$ cat src/rtl/bcd_countdown_timer.sv
// N-digit BCD round-clock countdown with run/pause control, saturating bonus add
// and optional auto-reload on expiry. All outputs are registered.
module bcd_countdown_timer #(
  parameter int          NUM_DIGITS  = 2,
  parameter int unsigned BONUS_SEC   = 5,
  parameter bit          AUTO_RELOAD = 1'b0
) (
  input  logic                    clk,
  input  logic                    rst,
  input  logic                    onesec_in,
  input  logic [4*NUM_DIGITS-1:0] load_val,
  input  logic                    reconfig,
  input  logic                    start,
  input  logic                    pause,
  input  logic                    bonus_in,
  output logic [4*NUM_DIGITS-1:0] timer_out,
  output logic                    running,
  output logic                    time_out,
  output logic                    expire_pulse
);

  localparam int W = 4 * NUM_DIGITS;

  function automatic logic [W-1:0] to_bcd(input int unsigned v);
    logic [W-1:0] r;
    int unsigned  t;
    r = '0;
    t = v;
    for (int d = 0; d < NUM_DIGITS; d++) begin
      r[4*d +: 4] = 4'(t % 10);
      t = t / 10;
    end
    return r;
  endfunction

  localparam logic [W-1:0] BONUS_BCD = to_bcd(BONUS_SEC);
  localparam logic [W-1:0] MAX_BCD   = {NUM_DIGITS{4'h9}};

  typedef enum logic [1:0] {S_IDLE, S_RUN, S_PAUSE, S_EXPIRED} state_t;

  state_t       r_state;
  logic [W-1:0] r_count;
  logic [W-1:0] r_load;
  logic         r_running;
  logic         r_time_out;
  logic         r_expire_pulse;

  logic [W-1:0]          w_load_clamped;
  logic [W-1:0]          w_sum;
  logic [W-1:0]          w_sum_sat;
  logic [W-1:0]          w_base;
  logic [W-1:0]          w_dec;
  logic [NUM_DIGITS:0]   w_carry;
  logic [NUM_DIGITS-1:0] w_borrow;
  logic                  w_dec_zero;

  assign w_carry[0]  = 1'b0;
  assign w_borrow[0] = 1'b1;

  // Per-digit: switch clamp, bonus add with decimal carry, decrement with decimal borrow.
  generate
    for (genvar gi = 0; gi < NUM_DIGITS; gi++) begin : g_digit
      logic [4:0] w_dsum;

      assign w_load_clamped[4*gi +: 4] =
        (load_val[4*gi +: 4] > 4'd9) ? 4'd9 : load_val[4*gi +: 4];

      assign w_dsum = {1'b0, r_count[4*gi +: 4]} + {1'b0, BONUS_BCD[4*gi +: 4]}
                    + {4'b0, w_carry[gi]};
      assign w_carry[gi+1]    = (w_dsum > 5'd9);
      assign w_sum[4*gi +: 4] = w_carry[gi+1] ? 4'(w_dsum - 5'd10) : w_dsum[3:0];

      assign w_dec[4*gi +: 4] =
        !w_borrow[gi]               ? w_base[4*gi +: 4] :
        (w_base[4*gi +: 4] == 4'd0) ? 4'd9 :
                                      w_base[4*gi +: 4] - 4'd1;

      if (gi < NUM_DIGITS - 1) begin : g_borrow
        assign w_borrow[gi+1] = w_borrow[gi] && (w_base[4*gi +: 4] == 4'd0);
      end
    end
  endgenerate

  // A carry out of the top digit means the true sum exceeded the display range.
  assign w_sum_sat  = w_carry[NUM_DIGITS] ? MAX_BCD : w_sum;
  assign w_base     = bonus_in ? w_sum_sat : r_count;
  assign w_dec_zero = (w_dec == '0);

  always_ff @(posedge clk) begin
    if (!rst) begin
      r_state        <= S_IDLE;
      r_count        <= '0;
      r_load         <= '0;
      r_running      <= 1'b0;
      r_time_out     <= 1'b0;
      r_expire_pulse <= 1'b0;
    end else begin
      r_expire_pulse <= 1'b0;
      if (reconfig) begin
        r_state    <= S_IDLE;
        r_count    <= w_load_clamped;
        r_load     <= w_load_clamped;
        r_running  <= 1'b0;
        r_time_out <= 1'b0;
      end else begin
        case (r_state)
          S_IDLE: begin
            if (start) begin
              if (r_count == '0) begin
                r_state        <= S_EXPIRED;
                r_time_out     <= 1'b1;
                r_expire_pulse <= 1'b1;
              end else begin
                r_state   <= S_RUN;
                r_running <= 1'b1;
              end
            end
          end
          S_RUN: begin
            if (pause) begin
              // The tick of this cycle is dropped; a bonus still lands.
              r_state   <= S_PAUSE;
              r_running <= 1'b0;
              if (bonus_in) r_count <= w_sum_sat;
            end else if (onesec_in) begin
              if (w_dec_zero) begin
                r_expire_pulse <= 1'b1;
                if (AUTO_RELOAD && (r_load != '0)) begin
                  r_count <= r_load;
                end else begin
                  r_count    <= '0;
                  r_state    <= S_EXPIRED;
                  r_running  <= 1'b0;
                  r_time_out <= 1'b1;
                end
              end else begin
                r_count <= w_dec;
              end
            end else if (bonus_in) begin
              r_count <= w_sum_sat;
            end
          end
          S_PAUSE: begin
            if (start) begin
              r_state   <= S_RUN;
              r_running <= 1'b1;
            end
            if (bonus_in) r_count <= w_sum_sat;
          end
          default: begin
          end
        endcase
      end
    end
  end

  assign timer_out    = r_count;
  assign running      = r_running;
  assign time_out     = r_time_out;
  assign expire_pulse = r_expire_pulse;

endmodule
$ cat config.mk
export PLATFORM = sky130hd
export DESIGN_NAME = bcd_countdown_timer
export DESIGN_NICKNAME = d
export VERILOG_FILES = /design/src/rtl/bcd_countdown_timer.sv
export SDC_FILE = /design/constraint.sdc
export NUM_CORES = 1
export LEC_CHECK = 0
export BUFFER_PORTS_ARGS = -buffer_cell sky130_fd_sc_hd__buf_2
export CORE_MARGIN = 2
export CORE_UTILIZATION = 25
export DETAILED_ROUTE_END_ITERATION = 10
export PLACE_DENSITY = 0.44
export SYNTH_ARGS = -nofsm -noshare
export SYNTH_HDL_FRONTEND = slang
export SYNTH_SLANG_ARGS = --single-unit
$ cat constraint.sdc
create_clock -name clk -period 10.7 [get_ports clk]
set_clock_uncertainty 0.2 [all_clocks]
set_input_delay 2.14 -clock clk [delete_from_list [all_inputs] [get_ports clk]]
set_output_delay 2.14 -clock clk [all_outputs]
set_load 0.02 [all_outputs]
==> summary.md, run 1 <==
| Metric | Value |
|---|---|
| WL per Instance | `13.7 um` |
| Clock Path Buffers | `2` |
| Synth top area share | `0.183` |
| Initial antenna violation count | `0` |
| Syn Area/Cell | `7.63 um^2` |
| Internal Power | `0.111 mW` |
| TritonRoute pass-1 iters | `4` |
| CP Max Fanout | `14` |
| CTS Buf Count | `3` |
| PwrDens | `110 nW/um^2` |
| Final cycle utilization of the critical path | `0.402` |
| Layout cells sized above 1 | `0.188` |
| Count of final hold-check violations | `0` |
| CTS Sinks | `13` |
| Clk_lat worst skew | `240 ps` |
| Nets | `234` |
| DRT antenna net count | `0` |
| Distinct cells, synth | `50` |
| Dpl cell area | `1590 um^2` |
| Clock share of power | `0.249` |
| Final Instance Count excl. Fillers | `279` |
| Number of synthesized flops with an enable pin | `0` |
| Die Ht | `79.3 um` |
| Biggest area consumer among synthesized cells | `dfxtp_1` |
| Ys async rst share | `0` |
| Ys Warns | `0` |
| Core Footprint | `5510 um^2` |
| Tot GR Track Use | `0.132` |
| Placed insts | `275` |
| Area Growth Syn to Fin | `15.1%` |
| Yosys reg bits | `13` |
| Worst-path clk slew | `60 ps` |
| Flop pwr share | `0.329` |
| Critical Path Max Stage Delay | `600 ps` |
| Number of max-cap violations | `0` |
| Crit-path slowest cell | `or4b_4` |
| Switching fraction of total power | `0.387` |
| Req. time, crit path | `10680 ps` |
| Cts hold-fix bufs | `0` |
| Worst hold margin | `281 ps` |
| Worst slew pin tran | `806 ps` |
| Clock root buffer master | `clkbuf_8` |
| HP Class | `register to register` |
| Sum of negative setup slack | `0 ps` |
| Rows | `27` |
| Via count | `1427` |
| Final WL | `3820 um` |
| # DRC | `0` |
| First-pass GRT wire length | `6640 um` |
| Chip Width | `79.3 um` |
| Outcome | `completed` |
| Vias in the first global route | `1397` |
| Synth Instances | `186` |
| CP Launch Type | `input pin` |
| Vias per cell | `5.11` |
| GP Congestion | `0.822` |
| Syn_nets | `212` |
| Main synth FF type | `dfxtp_1` |
| Detailed Route Iter0 Violations | `68` |
| IO buf count | `25` |
| LEAKAGE | `0.715 nW` |
| Post-CTS setup buffers | `0` |
| HPWL after DPL | `3000 um` |
| Critical Path, Cell by Cell | `buf_2 -> inv_1 -> a211oi_1 -> a21o_1 -> a21oi_1 -> or4b_4 -> a311oi_2 -> mux2i_1` |
| P_sw | `0.0697 mW` |
| Worst EP arrival | `4280 ps` |
| Final Cell Area | `1630 um^2` |
| Final Power | `0.180 mW` |
| Register-to-Register Path Depth | `13` |
| Kind of critical path | `input pin to register` |
| Combinational power share | `0.422` |
| Sequential fraction of the synthesis area | `0.183` |
| # setup viols final | `0` |
| CTS H-Tree Depth | `1` |
| CTS tree | `built` |
| Fin crit period | `4310 ps` |
| Worst VDD drop | `34.3 uV` |
| Hold path cells | `2` |
| Slew headroom | `0.457` |
| Largest net degree at the start of global routing | `19` |
| Fin. max-slew vios | `0` |
| Ant. Diodes | `0` |
| Post-synthesis instance area | `1420 um^2` |
| IO Pins | `26` |
| Initial core utilization | `0.258` |
| Grt ovf | `0` |
| Die ar. | `6290 um^2` |
| Post-cts resize count | `0` |
| RSZ-0062 raised after global routing | `false` |
| Worst setup EP type | `register` |
| Area contributors post-synth | `dfxtp_1, ha_1, a21oi_1` |
| Fmax | `232 MHz` |
[path summary, 6_finish.rpt]
kind | startpoint | endpoint | slack (ps)
setup / recovery | bonus_in | r_state[1]$_SDFFE_PP0P_ | 6390
hold / removal | running$_SDFFE_PP0P_ | running$_SDFFE_PP0P_ | 280
setup reg to reg | timer_out[1]$_SDFFE_PN0P_ | r_state[1]$_SDFFE_PP0P_ | 6650
hold reg to reg | running$_SDFFE_PP0P_ | running$_SDFFE_PP0P_ | 280
[synth_stat cells, types with 5 or more instances]
master	count
a21oi_1	15
clkbuf_1	5
dfxtp_1	13
ha_1	11
inv_1	15
mux2i_1	5
nand2_1	18
nand2b_1	5
nand3_1	5
nor2_1	10
nor2b_1	6
o21ai_0	14
[stage by stage]
step / utilization / worst slack, ps
CTS: 0.297 / 6390
finish: 0.297 / 6390
global route: 0.297 / 6180
global placement: 0.288 / 6190
detailed placement: 0.288 / 6140
floorplan: - / 6620
[flip-flops by register name, summed over array words and instances, names as in the netlist]
register,count
timer_out,8
r_state,2
expire_pulse,1
running,1
time_out,1
[worst max-delay path: cells and delay by family]
kind / cells / cell delay (ps)
AOI/OAI and AO/OA: 4 / 950
and+or+nand+nor: 1 / 600
buffers and inverters: 2 / 380
muxes: 1 / 210
[logic make-up after synthesis]
group | count (synthesis) | synth area share
AND/OR/NAND/NOR | 63 | 0.249
flip-flops | 13 | 0.183
multiplexers | 7 | 0.0511
buffers and inverters | 23 | 0.0723
AO/OA/AOI/OAI | 63 | 0.310
adder cells (fa/ha/maj) | 11 | 0.0970
XOR/XNOR | 6 | 0.0370
[power by group through the flow]
stage	registers, mW	clock network (mW)	logic (mW)
floorplan	0.0610	0	0.0561
global placement	0.0607	0	0.0763
detailed placement	0.0605	0	0.0758
CTS	0.0596	0.0456	0.0765
global route	0.0606	0.0480	0.0863
finish	0.0594	0.0449	0.0760
[cell usage in the layout (no fill, tap or decap), types with 4 or more instances in the layout]
cell type	synthesis	layout
nand3_1	5	5
inv_1	15	15
a21oi_1	15	15
xor2_1	4	4
buf_2	1	25
a31oi_1	4	4
mux2i_1	5	5
nand2b_1	5	5
ha_1	11	11
dfxtp_1	13	13
nand2_1	18	18
o21ai_0	14	14
nor2_1	10	10
o311ai_0	4	4
nor2b_1	6	6
[layer usage]
layer,wire (um),vias to the layer above,GRT usage
li1,-,731,-
met3,85,4,0.0125
met5,0,-,0
met4,45,0,0.0517
met2,1700,19,0.206
met1,1990,673,0.187
[layout make-up]
| type | instances | area (um^2) |
|---|---|---|
| Clock buffer | 4 | 45.0 |
| Tap cell | 72 | 90.1 |
| Sequential cell | 13 | 260 |
| Timing Repair Buffer | 25 | 125 |
| Multi-Input combinational cell | 150 | 1060 |
| Fill cell | 605 | 3870 |
| Inverter | 15 | 56.3 |
No activity file was read; power rests on OpenSTA's default activity.
==> run 2, diff against run 1 <==
- ABC_AREA: unset -> 1
- clock period: 10.7 -> 4.5 ns (I/O delays scaled with it)
==> summary.md, run 2 <==
| Metric | Value |
|---|---|
| Commonest cells after routing, fill and taps aside | `nand2_1, inv_1, nor2_1` |
| Die ar. | `6390 um^2` |
| First-pass GRT wire length | `6880 um` |
| Vias per cell | `4.63` |
| Sequential fraction of the synthesis area | `0.181` |
| FILL cells | `638` |
| Synth Instances | `243` |
| Clock root buffer master | `clkbuf_8` |
| Slew headroom | `0.414` |
| Fin. max-slew vios | `0` |
| Tot GR Track Use | `0.134` |
| Most common cell in the netlist | `nand2_1` |
| Hold path start | `time_out$_SDFFE_PP0P_` |
| Fmax | `275 MHz` |
| Area Growth Syn to Fin | `17.3%` |
| IO Pins | `26` |
| HPWL after DPL | `3350 um` |
| Nets | `297` |
| # setup viols final | `0` |
| Worst setup EP type | `register` |
| Syn Area/Cell | `5.93 um^2` |
| Biggest area consumer among synthesized cells | `dfxtp_1` |
| Ys async rst share | `0` |
| Grt ovf | `0` |
| Fin crit period | `3630 ps` |
| Synth top area share | `0.181` |
| Chip Width | `79.9 um` |
| Die Ht | `79.9 um` |
| Kind of critical path | `register to register` |
| Syn_nets | `269` |
| Post-cts resize count | `0` |
| IO buf count | `25` |
| Rows | `27` |
| Worst-path clk slew | `60 ps` |
| Largest net degree at the start of global routing | `14` |
| CTS Buf Count | `3` |
| Initial antenna violation count | `0` |
| Max FFs per register | `8` |
| Clk_lat worst skew | `240 ps` |
| CP Max Fanout | `7` |
| Leading cell type in the layout, fill and taps excluded | `nand2_1` |
| RSZ-0062 raised after global routing | `false` |
| Number of max-cap violations | `0` |
| Via count | `1585` |
| Main synth FF type | `dfxtp_1` |
| DRT antenna net count | `0` |
| PwrDens | `295 nW/um^2` |
| Layout cells sized above 1 | `0.189` |
| Detailed Route Iter0 Violations | `82` |
| HP Class | `register to register` |
| Top post-synthesis cells by count | `nand2_1, inv_1, nor2_1, nand3_1` |
| Req. time, crit path | `4480 ps` |
| Post-CTS setup buffers | `0` |
| Worst EP arrival | `3610 ps` |
| # DRC | `0` |
| GP Congestion | `0.834` |
| Worst slew pin tran | `871 ps` |
| LEAKAGE | `0.849 nW` |
| Register-to-Register Path Depth | `25` |
| Final Power | `0.498 mW` |
| Sum of negative setup slack | `0 ps` |
| Vias in the first global route | `1478` |
| Area contributors post-synth | `dfxtp_1, nand2_1, ha_1` |
| Clock Path Buffers | `2` |
| CTS tree | `built` |
| Outcome | `completed` |
| Final cycle utilization of the critical path | `0.807` |
| Distinct cells, synth | `34` |
| WL per Instance | `11.8 um` |
| Post-synthesis instance area | `1440 um^2` |
| Count of final hold-check violations | `0` |
| Core Footprint | `5540 um^2` |
| CTS H-Tree Depth | `1` |
| Crit. Startpoint | `timer_out[0]$_SDFFE_PN0P_` |
| Worst VDD drop | `97.4 uV` |
| Yosys reg bits | `13` |
| Number of synthesized flops with an enable pin | `0` |
| Cts hold-fix bufs | `0` |
| CP Launch Type | `register` |
| RR Startpoint | `timer_out[0]$_SDFFE_PN0P_` |
| Hold path cells | `2` |
| Ant. Diodes | `0` |
| Ys Warns | `0` |
| TritonRoute pass-1 iters | `4` |
| CTS Sinks | `13` |
| Initial core utilization | `0.260` |
| Final WL | `4040 um` |
run 2: changes by cell type in the layout (fill, tap and decap cells not counted), sizes merged, moves of 4 or more:
cell | previous run | this run
nand2 | 18 | 69
mux2i | 5 | 0
o311ai | 4 | 0
nor2 | 10 | 32
nor2b | 6 | 0
inv | 15 | 37
nand3 | 5 | 24
nand2b | 5 | 0
a21oi | 15 | 9
run 2: kinds of logic (layout without fill, tap and decap cells):
| group | Yosys count | after routing | synth area share |
|---|---|---|---|
| DFF | 13 | 13 | 0.181 |
| adders and majority gates | 11 | 11 | 0.0955 |
| buffers and inverters | 42 | 69 | 0.112 |
| AOI/OAI and AO/OA | 40 | 40 | 0.174 |
| and+or+nand+nor | 136 | 136 | 0.432 |
| xor gates and xnor gates | 1 | 1 | 0.00608 |
run 2: layout make-up:
cell class,instances,area (um^2),share of cell area
Multi-Input combinational cell,188,1020,0.603
Sequential cell,13,260,0.154
Inverter,40,150,0.0888
Timing Repair Buffer,25,125,0.0740
Tap cell,72,90.1,0.0533
Clock buffer,4,45.0,0.0266
run 2: final timing paths:
check                          endpoint  slack, ps
hold / removal    time_out$_SDFFE_PP0P_        290
setup reg to reg   running$_SDFFE_PP0P_        870
hold reg to reg   time_out$_SDFFE_PP0P_        290
setup / recovery   running$_SDFFE_PP0P_        870
run 2: layer usage:
| layer | track usage | part of all wire | vias up |
|---|---|---|---|
| met2 | 0.211 | 0.42 | 43 |
| met4 | 0.0305 | 0.0067 | 0 |
| met1 | 0.196 | 0.53 | 687 |
| met5 | 0 | 0 | - |
| met3 | 0.0136 | 0.047 | 2 |
| li1 | - | - | 853 |
run 2: critical path, cell delays in order (launching register included):
cell     delay (ps)
dfxtp_1         450
inv_1           130
ha_1            210
nand3_1         120
nand2_1         110
inv_1            70
ha_1            190
ha_1            190
nand3_1          90
nand2_1          90
inv_2            60
nand2_2         100
nand2_4          90
nand2_1          80
nand2_2          80
ha_1            220
or2_2           300
nand3_1          90
o21ai_2          90
nor2_2          160
nand3_2          80
nand2_2         100
nand3_1          80
nand2_1          60
inv_1            30
nor2_1           90
run 2: power breakdown:
| part | total [mW] | leakage (nW) | internal (mW) | switching, mW |
|---|---|---|---|---|
| combinational | 0.249 | 0.720 | 0.0870 | 0.162 |
| clock | 0.108 | 0.0228 | 0.0626 | 0.0453 |
| sequential | 0.141 | 0.107 | 0.126 | 0.0149 |
| total | 0.498 | 0.849 | 0.275 | 0.223 |
run 2: through the flow:
step	cells	worst slack, ps	hold slack (ps)	cell area [um^2]	utilization
floorplan	243	1100	270	1440	-
global placement	338	927	260	1650	0.297
detailed placement	338	858	275	1650	0.297
CTS	342	839	293	1690	0.305
global route	342	418	322	1690	0.305
finish	342	869	290	1690	0.305
